$ cat src/rtl/square_wave_generator_if.sv
// Tone bus between the period selector (master) and the square-wave generator (slave).
interface square_wave_generator_if #(
    parameter int AMP_W = 8
);
    logic [7:0]              halfPeriod;
    logic                    wave;
    logic signed [AMP_W-1:0] sample;
    logic                    note_active;
    logic                    edge_strobe;

    modport master (
        output halfPeriod,
        input  wave, sample, note_active, edge_strobe
    );

    modport slave (
        input  halfPeriod,
        output wave, sample, note_active, edge_strobe
    );
endinterface

$ cat src/rtl/square_wave_generator.sv
// Square-wave tone generator: period changes and note release only take effect
// at half-cycle boundaries, so the output never glitches.
module square_wave_generator #(
    parameter int PRESCALE  = 64,
    parameter int AMP_W     = 8,
    parameter int AMPLITUDE = 64
) (
    input  logic                   clk,
    input  logic                   rst,
    square_wave_generator_if.slave bus
);
    localparam int PW = (PRESCALE > 1) ? $clog2(PRESCALE) : 1;
    localparam logic [PW-1:0] PRE_MAX = PW'(PRESCALE - 1);
    localparam logic signed [AMP_W-1:0] AMP_POS = AMP_W'(AMPLITUDE);
    localparam logic signed [AMP_W-1:0] AMP_NEG = -AMP_POS;

    typedef enum logic {IDLE, RUN} state_t;

    state_t                  state, state_n;
    logic [7:0]              hp_q;
    logic [7:0]              period_l, period_n;
    logic [7:0]              cnt, cnt_n;
    logic [PW-1:0]           pre, pre_n;
    logic                    wave_q, wave_n;
    logic                    strobe_q, strobe_n;
    logic                    active_q, active_n;
    logic signed [AMP_W-1:0] sample_q, sample_n;
    logic                    tick;
    logic                    half_end;

    assign tick     = (pre == PRE_MAX);
    assign half_end = tick && (cnt == period_l - 8'd1);

    always_ff @(posedge clk or negedge rst) begin
        if (!rst) begin
            state    <= IDLE;
            hp_q     <= '0;
            period_l <= '0;
            cnt      <= '0;
            pre      <= '0;
            wave_q   <= 1'b0;
            strobe_q <= 1'b0;
            active_q <= 1'b0;
            sample_q <= '0;
        end else begin
            state    <= state_n;
            hp_q     <= bus.halfPeriod;
            period_l <= period_n;
            cnt      <= cnt_n;
            pre      <= pre_n;
            wave_q   <= wave_n;
            strobe_q <= strobe_n;
            active_q <= active_n;
            sample_q <= sample_n;
        end
    end

    // hp_q is only consulted at a half-cycle end, keeping each half-cycle phase-continuous.
    always_comb begin
        state_n  = state;
        period_n = period_l;
        cnt_n    = cnt;
        pre_n    = pre;
        wave_n   = wave_q;
        strobe_n = 1'b0;

        case (state)
            IDLE: begin
                pre_n  = '0;
                wave_n = 1'b0;
                if (hp_q != 8'd0) begin
                    state_n  = RUN;
                    wave_n   = 1'b1;
                    period_n = hp_q;
                    cnt_n    = 8'd0;
                    strobe_n = 1'b1;
                end
            end
            RUN: begin
                if (tick) begin
                    pre_n = '0;
                    if (half_end) begin
                        cnt_n    = 8'd0;
                        strobe_n = 1'b1;
                        if (hp_q == 8'd0) begin
                            state_n = IDLE;
                            wave_n  = 1'b0;
                        end else begin
                            wave_n   = ~wave_q;
                            period_n = hp_q;
                        end
                    end else begin
                        cnt_n = cnt + 8'd1;
                    end
                end else begin
                    pre_n = pre + PW'(1);
                end
            end
            default: state_n = IDLE;
        endcase

        active_n = (state_n == RUN);
        if (!active_n)
            sample_n = '0;
        else if (wave_n)
            sample_n = AMP_POS;
        else
            sample_n = AMP_NEG;
    end

    assign bus.wave        = wave_q;
    assign bus.sample      = sample_q;
    assign bus.note_active = active_q;
    assign bus.edge_strobe = strobe_q;
endmodule

$ cat src/flat_wrapper.sv
// flat-port wrapper written by rule: the top's interface ports become plain ports
module square_wave_generator_flat 
#(
    parameter int PRESCALE  = 64,
    parameter int AMP_W     = 8,
    parameter int AMPLITUDE = 64
)
  (clk, rst, bus_halfPeriod, bus_wave, bus_sample, bus_note_active, bus_edge_strobe);
  square_wave_generator_if #(.AMP_W(AMP_W)) bus_i ();
  input  logic clk;
  input  logic rst;
  input wire logic [$bits(bus_i.halfPeriod)-1:0] bus_halfPeriod;
  output wire logic [$bits(bus_i.wave)-1:0] bus_wave;
  output wire logic [$bits(bus_i.sample)-1:0] bus_sample;
  output wire logic [$bits(bus_i.note_active)-1:0] bus_note_active;
  output wire logic [$bits(bus_i.edge_strobe)-1:0] bus_edge_strobe;
  assign bus_i.halfPeriod = bus_halfPeriod;
  assign bus_wave = bus_i.wave;
  assign bus_sample = bus_i.sample;
  assign bus_note_active = bus_i.note_active;
  assign bus_edge_strobe = bus_i.edge_strobe;
  square_wave_generator #(.PRESCALE(PRESCALE), .AMP_W(AMP_W), .AMPLITUDE(AMPLITUDE)) u_core (.clk(clk), .rst(rst), .bus(bus_i));
endmodule
$ cat config.mk
export PLATFORM = sky130hd
export DESIGN_NAME = square_wave_generator_flat
export DESIGN_NICKNAME = d
export VERILOG_FILES = /design/src/rtl/square_wave_generator_if.sv /design/src/rtl/square_wave_generator.sv /design/src/flat_wrapper.sv
export SDC_FILE = /design/constraint.sdc
export NUM_CORES = 1
export LEC_CHECK = 0
export BUFFER_PORTS_ARGS = -buffer_cell sky130_fd_sc_hd__buf_4
export CORE_MARGIN = 2
export CORE_UTILIZATION = 45
export DETAILED_ROUTE_END_ITERATION = 8
export PLACE_DENSITY_LB_ADDON = 0.12
export SETUP_SLACK_MARGIN = 0.2
export SYNTH_ARGS = -nofsm -noshare
export SYNTH_HDL_FRONTEND = slang
export SYNTH_SLANG_ARGS = --single-unit
$ cat constraint.sdc
create_clock -name clk -period 3.3 [get_ports clk]
set_clock_uncertainty 0.2 [all_clocks]
set_input_delay 0.66 -clock clk [delete_from_list [all_inputs] [get_ports clk]]
set_output_delay 0.66 -clock clk [all_outputs]
set_load 0.005 [all_outputs]
==> results of run 1 <==
==> stage by stage <==
stage | setup slack, ns | utilization [%] | area (sq um) | hold WS (ns)
floorplan | 0.9448 | - | 1690 | 0.1644
global placement | 0.5889 | 49.41 | 1782 | 0.2639
detailed placement | 0.4824 | 49.41 | 1782 | 0.2657
CTS | 0.4493 | 52.53 | 1894 | 0.1243
global route | 0.2726 | 52.60 | 1897 | 0.1375
finish | 0.5688 | 52.60 | 1897 | 0.1093
==> where the power goes <==
part	leakage (nW)	switching [W]	total [W]	internal [W]
Combinational	0.387	0.0000514	0.000109	0.0000576
Sequential	0.418	0.0000524	0.000517	0.000465
Clock	0.0573	0.000144	0.000386	0.000241
Total	0.862	0.000248	0.00101	0.000764
==> per-layer routing <==
| metal | global-route usage, % | part of all wire (%) | vias up | routed length, microns |
|---|---|---|---|---|
| met5 | 0 | 0 | - | 0 |
| met4 | 7.713 | 1.7 | 0 | 57 |
| met3 | 3.472 | 5.0 | 5 | 166 |
| met2 | 29.25 | 48 | 43 | 1592 |
| met1 | 24.89 | 45 | 586 | 1504 |
| li1 | - | - | 578 | - |
==> state kept, by name, summed over array words and instances, names as in the netlist <==
| name | cells |
|---|---|
| u_core.cnt | 8 |
| u_core.bus.wave | 1 |
| u_core.bus.sample | 2 |
| u_core.period_l | 8 |
| u_core.pre | 6 |
| u_core.hp_q | 8 |
| u_core.bus.edge_strobe | 1 |
==> how the worst max path moves through the flow <==
stage / start / endpoint / slack, ns / depth (start not counted)
2_1_floorplan: u_core.period_l[0]$_DFFE_PN0P_ / u_core.cnt[4]$_DFFE_PN0P_ / 0.94 / 11
3_3_place_gp: u_core.period_l[0]$_DFFE_PN0P_ / u_core.period_l[5]$_DFFE_PN0P_ / 0.59 / 9
3_5_place_dp: u_core.period_l[0]$_DFFE_PN0P_ / u_core.period_l[7]$_DFFE_PN0P_ / 0.48 / 9
4_1_cts: u_core.period_l[0]$_DFFE_PN0P_ / u_core.period_l[7]$_DFFE_PN0P_ / 0.45 / 9
5_1_grt: u_core.period_l[0]$_DFFE_PN0P_ / u_core.period_l[1]$_DFFE_PN0P_ / 0.27 / 9
6_report: u_core.period_l[0]$_DFFE_PN0P_ / u_core.period_l[7]$_DFFE_PN0P_ / 0.57 / 9
==> worst max-delay path, cell delays in order, from the launching register on <==
cell,delay (ns)
dfrtp_1,0.49
inv_1,0.07
ha_1,0.31
xnor2_1,0.13
nor4_1,0.24
o211ai_1,0.17
a211oi_2,0.39
nand2b_2,0.32
buf_4,0.20
a22o_1,0.14
==> kinds of logic (layout without fill, tap and decap cells) <==
| logic type | count (synthesis) | in the layout | share of synthesized area, % |
|---|---|---|---|
| other | 1 | 6 | 0.2243 |
| AND/OR/NAND/NOR | 50 | 50 | 15.64 |
| adder cells (fa/ha/maj) | 3 | 3 | 2.246 |
| buffers and inverters | 17 | 29 | 6.661 |
| XOR/XNOR | 17 | 17 | 8.907 |
| AO/OA/AOI/OAI | 36 | 36 | 15.42 |
| flip-flops | 34 | 34 | 50.90 |
==> cell usage after synthesis (all sizes together) (3+ instances only) <==
cell type	count
buf	11
inv	6
xor2	7
nor2	10
nor3	5
ha	3
a22o	8
nor4	5
a21oi	11
nand3	4
dfrtp	34
o21ai	6
nand2b	6
xnor2	10
nand2	13
==> area by class of cell <==
type                       count  area [sq um]
fill                         326          1709
clock inverter                 1         30.03
clock buffer                   6         82.58
multi-input combinational    112         730.7
sequential                    34         850.8
inverter                       6         22.52
timing repair buffer          16         120.1
tap                           48         60.06
==> run metrics, run 1 <==
setup violators final=0; core area=3606 sq um; average size of a mapped cell=10.58 sq um; clock tree from TritonCTS=yes; total grt overflow=0; post-CTS sizing=0; Initial Util=46.36%; PortBufs=14; Wirelength per Cell=14.89 microns; critical path type=reg -> reg; top cell type by total area after synthesis=dfrtp_1; vias in the first global route=1,175; total CTS buffers=5; worst-path maximum fanout=10; leakage power=between 0.8 and 0.9 nW; largest net degree at the start of global routing=35; first-pass GRT wire length=5.823 mm; setup TNS=0 ns; r2r setup slk=about 0.57 ns; Mapped Area=roughly 1700 sq um; cell total after placement=216; Yosys Warn Count=0; status=complete, no violations; Worst setup EP type=flip-flop; ys flop type=dfrtp_1; fin crit period=roughly 2.7 ns; Remaining DRCs=0; Clk Latency, worst-skew pair=0.28 ns; clock sinks=34; worst r2r src=u_core.period_l[0]$_DFFE_PN0P_; I/O pins=21; Worst Path Required=3.32 ns; DPL Wire Length=between 2 and 2.5 mm; maxcap violations=0; Slew HR=61.37%; Layout Nets=around 190; drt via density=5.435; vias post-DR=1,212; commonest non-fill, non-tap cell in the layout=dfrtp_1; H-tree Lvls=2; Pins Over Slew Limit=0; CTS Buffer Depth=2; Synth-to-Final Area Change=13.47%; PnR Total Power=0.001012 W; layout cell share with drive strength beyond 1=16.00%; initial antenna violation count=0; Yosys top cell area share=50.90%; RSZ-0062 raised after global routing=false; fmax=~370 MHz; Post-Route WL=roughly 3.3 mm; die area=4219 sq um; Initial DRT Pass Iterations=4; distinct cell type count after synthesis=38; register area share after synthesis=about half; Slew @ Worst Pin=0.5755 ns; Chip Height=64.95 microns; n_diodes=0; Post-CTS Hold Fix Bufs=0; Final Instance Count excl. Fillers=223; gpl congestion=0.8357; R2R Path End=u_core.period_l[7]$_DFFE_PN0P_; Pwr per Cell Area=533.5 nW/um^2; Die Width=64.95 microns; Core Rows=22; Root Driver=clkbuf_8; flops & latches, synth=34; EDFF count, synth=0; top post-synthesis cells by area=dfrtp_1, xnor2_1, a22o_1; most frequent cells in the layout=dfrtp_1, buf_4, nand2_1; async set-reset flop share out of synthesis=100.0%; Setup Fix Bufs, Post-CTS=0; CP Data Arrival Time=2.75 ns; drt initial violations=95; final hold vios=0; Peak VDD IR=about 0.00055 V; startpoint types=flip-flop; Hold WC Path Type=in -> async; R2R cell count=9; final worst-path cycle share=82.76%; Mapped Cells=158; Worst-path clk slew=0.07 ns; Routed Antenna Nets=0; Overall Global Routing Usage=18.47%
Power figures use the tool's default switching activity.
==> run 2, diff against run 1 <==
==> constraint.sdc (replaced) <==
create_clock -name clk -period 2.2 [get_ports clk]
set_clock_uncertainty 0.2 [all_clocks]
set_input_delay 0.44 -clock clk [delete_from_list [all_inputs] [get_ports clk]]
set_output_delay 0.44 -clock clk [all_outputs]
set_load 0.005 [all_outputs]
==> run 2 against run 1 <==
Clock power up 48%. Flip-flop and latch count unchanged. First-iteration DRC count down 44%. The flow now finishes with violations (negative setup slack). Combinational power up 83%. Worst setup slack worse by 0.61 ns. Register-to-register slack worse by 0.61 ns.
==> run metrics, run 2 (synthesis gave the netlist of run 1 again) <==
total CTS buffers=5 (unchanged); Worst-path clk slew=0.07 ns (about the same); Core Rows=22 (unchanged); top flop regs=u_core.cnt (8), u_core.hp_q (8), u_core.period_l (8); clock tree from TritonCTS=yes; final worst-path cycle share=101.9% (+19 points); final core occ=57.53% (+4.9 points); DPL Wire Length=2.453 mm (+1.7%); CTS Buffer Depth=2 (unchanged); Root Driver=clkbuf_8; leakage power=0.9298 nW (+7.9%); Wirelength per Cell=14.83 microns (-0.37%); hold depth=1; failing checks=negative setup slack; core area=3606 sq um (unchanged); r2r setup slk=-0.04 ns (-0.61 ns); Synth-to-Final Area Change=24.10%; clock sinks=34 (unchanged); min-delay src=bus_halfPeriod[3]; initial antenna violation count=0 (unchanged); cell internal pwr=0.001165 W (+53%); Pwr per Cell Area=744.6 nW/um^2 (+40%); Final Instance Count excl. Fillers=233 (+4.5%); total grt overflow=0 (unchanged); clock power share=36.9% (-1.2 points); Initial DRT Pass Iterations=4 (unchanged); first-pass GRT wire length=5.892 mm (+1.2%); Worst setup EP type=flip-flop; die area=4219 sq um (unchanged); Worst Path Required=2.18 ns (-1.14 ns); drt via density=5.464 (+0.53%); sequential share of power=50.2% (-0.9 points); NetSw=0.0003792 W (+53%); Layout Nets=198 (+5.3%); Remaining DRCs=0 (unchanged); fmax=446.1 MHz (+22%); maxcap violations=0 (unchanged); I/O pins=21 (unchanged); Hold Path End=u_core.hp_q[3]$_DFF_PN0_; RSZ-0062 raised after global routing=true; worst r2r src=u_core.period_l[0]$_DFFE_PN0P_; fin crit period=2.242 ns (-0.4897 ns); n_diodes=0 (unchanged); CP Data Arrival Time=2.22 ns (-0.53 ns); cell total after placement=224 (+3.7%); critical path type=reg -> reg; Initial Util=46.36% (unchanged); layout cell share with drive strength beyond 1=29.19% (+13 points); startpoint types=flip-flop; vias in the first global route=1,297 (+10%); R2R cell count=9 (unchanged); largest net degree at the start of global routing=35 (unchanged); Die Width=64.95 microns (unchanged); combinational group share of total power=12.9% (+2.1 points); Chip Height=64.95 microns (unchanged); vias post-DR=1,273 (+5.0%); Routed Antenna Nets=0 (unchanged); Peak VDD IR=0.0007536 V (+37%); final hold vios=0 (unchanged); Hold WC Path Type=in -> reg; # fillers=315 (-3.4%); Post-Route WL=3.456 mm (+4.1%); status=finished with violations; H-tree Lvls=2 (unchanged); Clk Latency, worst-skew pair=0.28 ns (about the same); worst-path maximum fanout=7 (-3); gpl congestion=0.9066 (+8.5%); most frequent cells in the layout=dfrtp_1, buf_4, nand2_1; Overall Global Routing Usage=19.01% (+0.54 points); Sw Share=24.55% (+0.028 points); setup ws final=-0.04156 ns (-0.6103 ns); PortBufs=14 (unchanged); R2R Path End=u_core.cnt[1]$_DFFE_PN0P_; setup violators final=17 (+17); commonest non-fill, non-tap cell in the layout=dfrtp_1; Pins Over Slew Limit=0 (unchanged); drt initial violations=53 (-44%)
[run 2: cell types whose count changed in the layout (fill, tap and decap cells not counted), sizes merged]
cell,previous run,this run
dlygate4sd3,0,1
buf,16,25
[run 2: critical path, cell delays in order, from the launching register on]
cell      delay, ns
dfrtp_1        0.39
inv_2          0.07
ha_4           0.18
nand2b_4       0.06
o211a_1        0.20
o31a_1         0.24
a211oi_2       0.33
buf_4          0.20
nor2_2         0.04
a32o_1         0.21
[run 2: worst max-delay path by stage]
stage,from,endpoint,cells after the start
finish,u_core.period_l[0]$_DFFE_PN0P_,u_core.cnt[1]$_DFFE_PN0P_,9
global route,u_core.period_l[0]$_DFFE_PN0P_,u_core.cnt[1]$_DFFE_PN0P_,9
CTS,u_core.period_l[1]$_DFFE_PN0P_,u_core.cnt[1]$_DFFE_PN0P_,9
detailed placement,u_core.period_l[1]$_DFFE_PN0P_,u_core.period_l[6]$_DFFE_PN0P_,8
global placement,u_core.period_l[1]$_DFFE_PN0P_,u_core.period_l[6]$_DFFE_PN0P_,8
floorplan,u_core.period_l[0]$_DFFE_PN0P_,u_core.cnt[4]$_DFFE_PN0P_,11
[run 2: final cells by class]
cell class / instances / area [sq um] / area share (%)
clock buffer: 6 / 82.58 / 3.981
clock inverter: 1 / 30.03 / 1.448
timing repair buffer: 26 / 209.0 / 10.07
multi-input combinational: 112 / 818.3 / 39.45
tap: 48 / 60.06 / 2.895
inverter: 6 / 22.52 / 1.086
sequential: 34 / 852.1 / 41.07
[run 2: metrics by stage]
stage	hold slack, ns	worst slack (ns)	setup TNS, ns	instance area (sq um)	total power (W)
CTS	0.04898	-0.1216	-1.818	2038	0.001549
finish	0.05718	-0.04156	-0.2990	2074	0.001545
detailed placement	0.2064	-0.1638	-2.142	1854	0.0009588
global placement	0.1973	-0.1195	-1.455	1854	0.0009531
floorplan	-0.05559	-0.07501	-0.7222	1709	0.0008976
global route	0.04442	-0.1387	-2.208	2074	0.001633
[run 2: metal layers]
metal	vias to the layer above	GRT usage (%)	part of all wire [%]
li1	594	-	-
met1	633	22.08	42
met2	35	32.60	51
met3	11	4.688	4.2
met4	0	9.309	2.7
met5	-	0	0
[run 2: power by group through the flow]
stage | Sequential, W | Combinational [W] | Clock [W]
floorplan | 0.000765 | 0.000133 | 0
global placement | 0.000778 | 0.000175 | 0
detailed placement | 0.000778 | 0.000180 | 0
CTS | 0.000771 | 0.000193 | 0.000584
global route | 0.000784 | 0.000228 | 0.000621
finish | 0.000775 | 0.000199 | 0.000570
[run 2: repair_timing]
item,4_1_cts,5_1_grt
gates resized for setup,14,8
hold buffers,1,0
pin swaps,6,8
cloned,1,0
setup endpoints to repair,20,20
buffers inserted,0,0
endpoints found under the hold margin,34,0
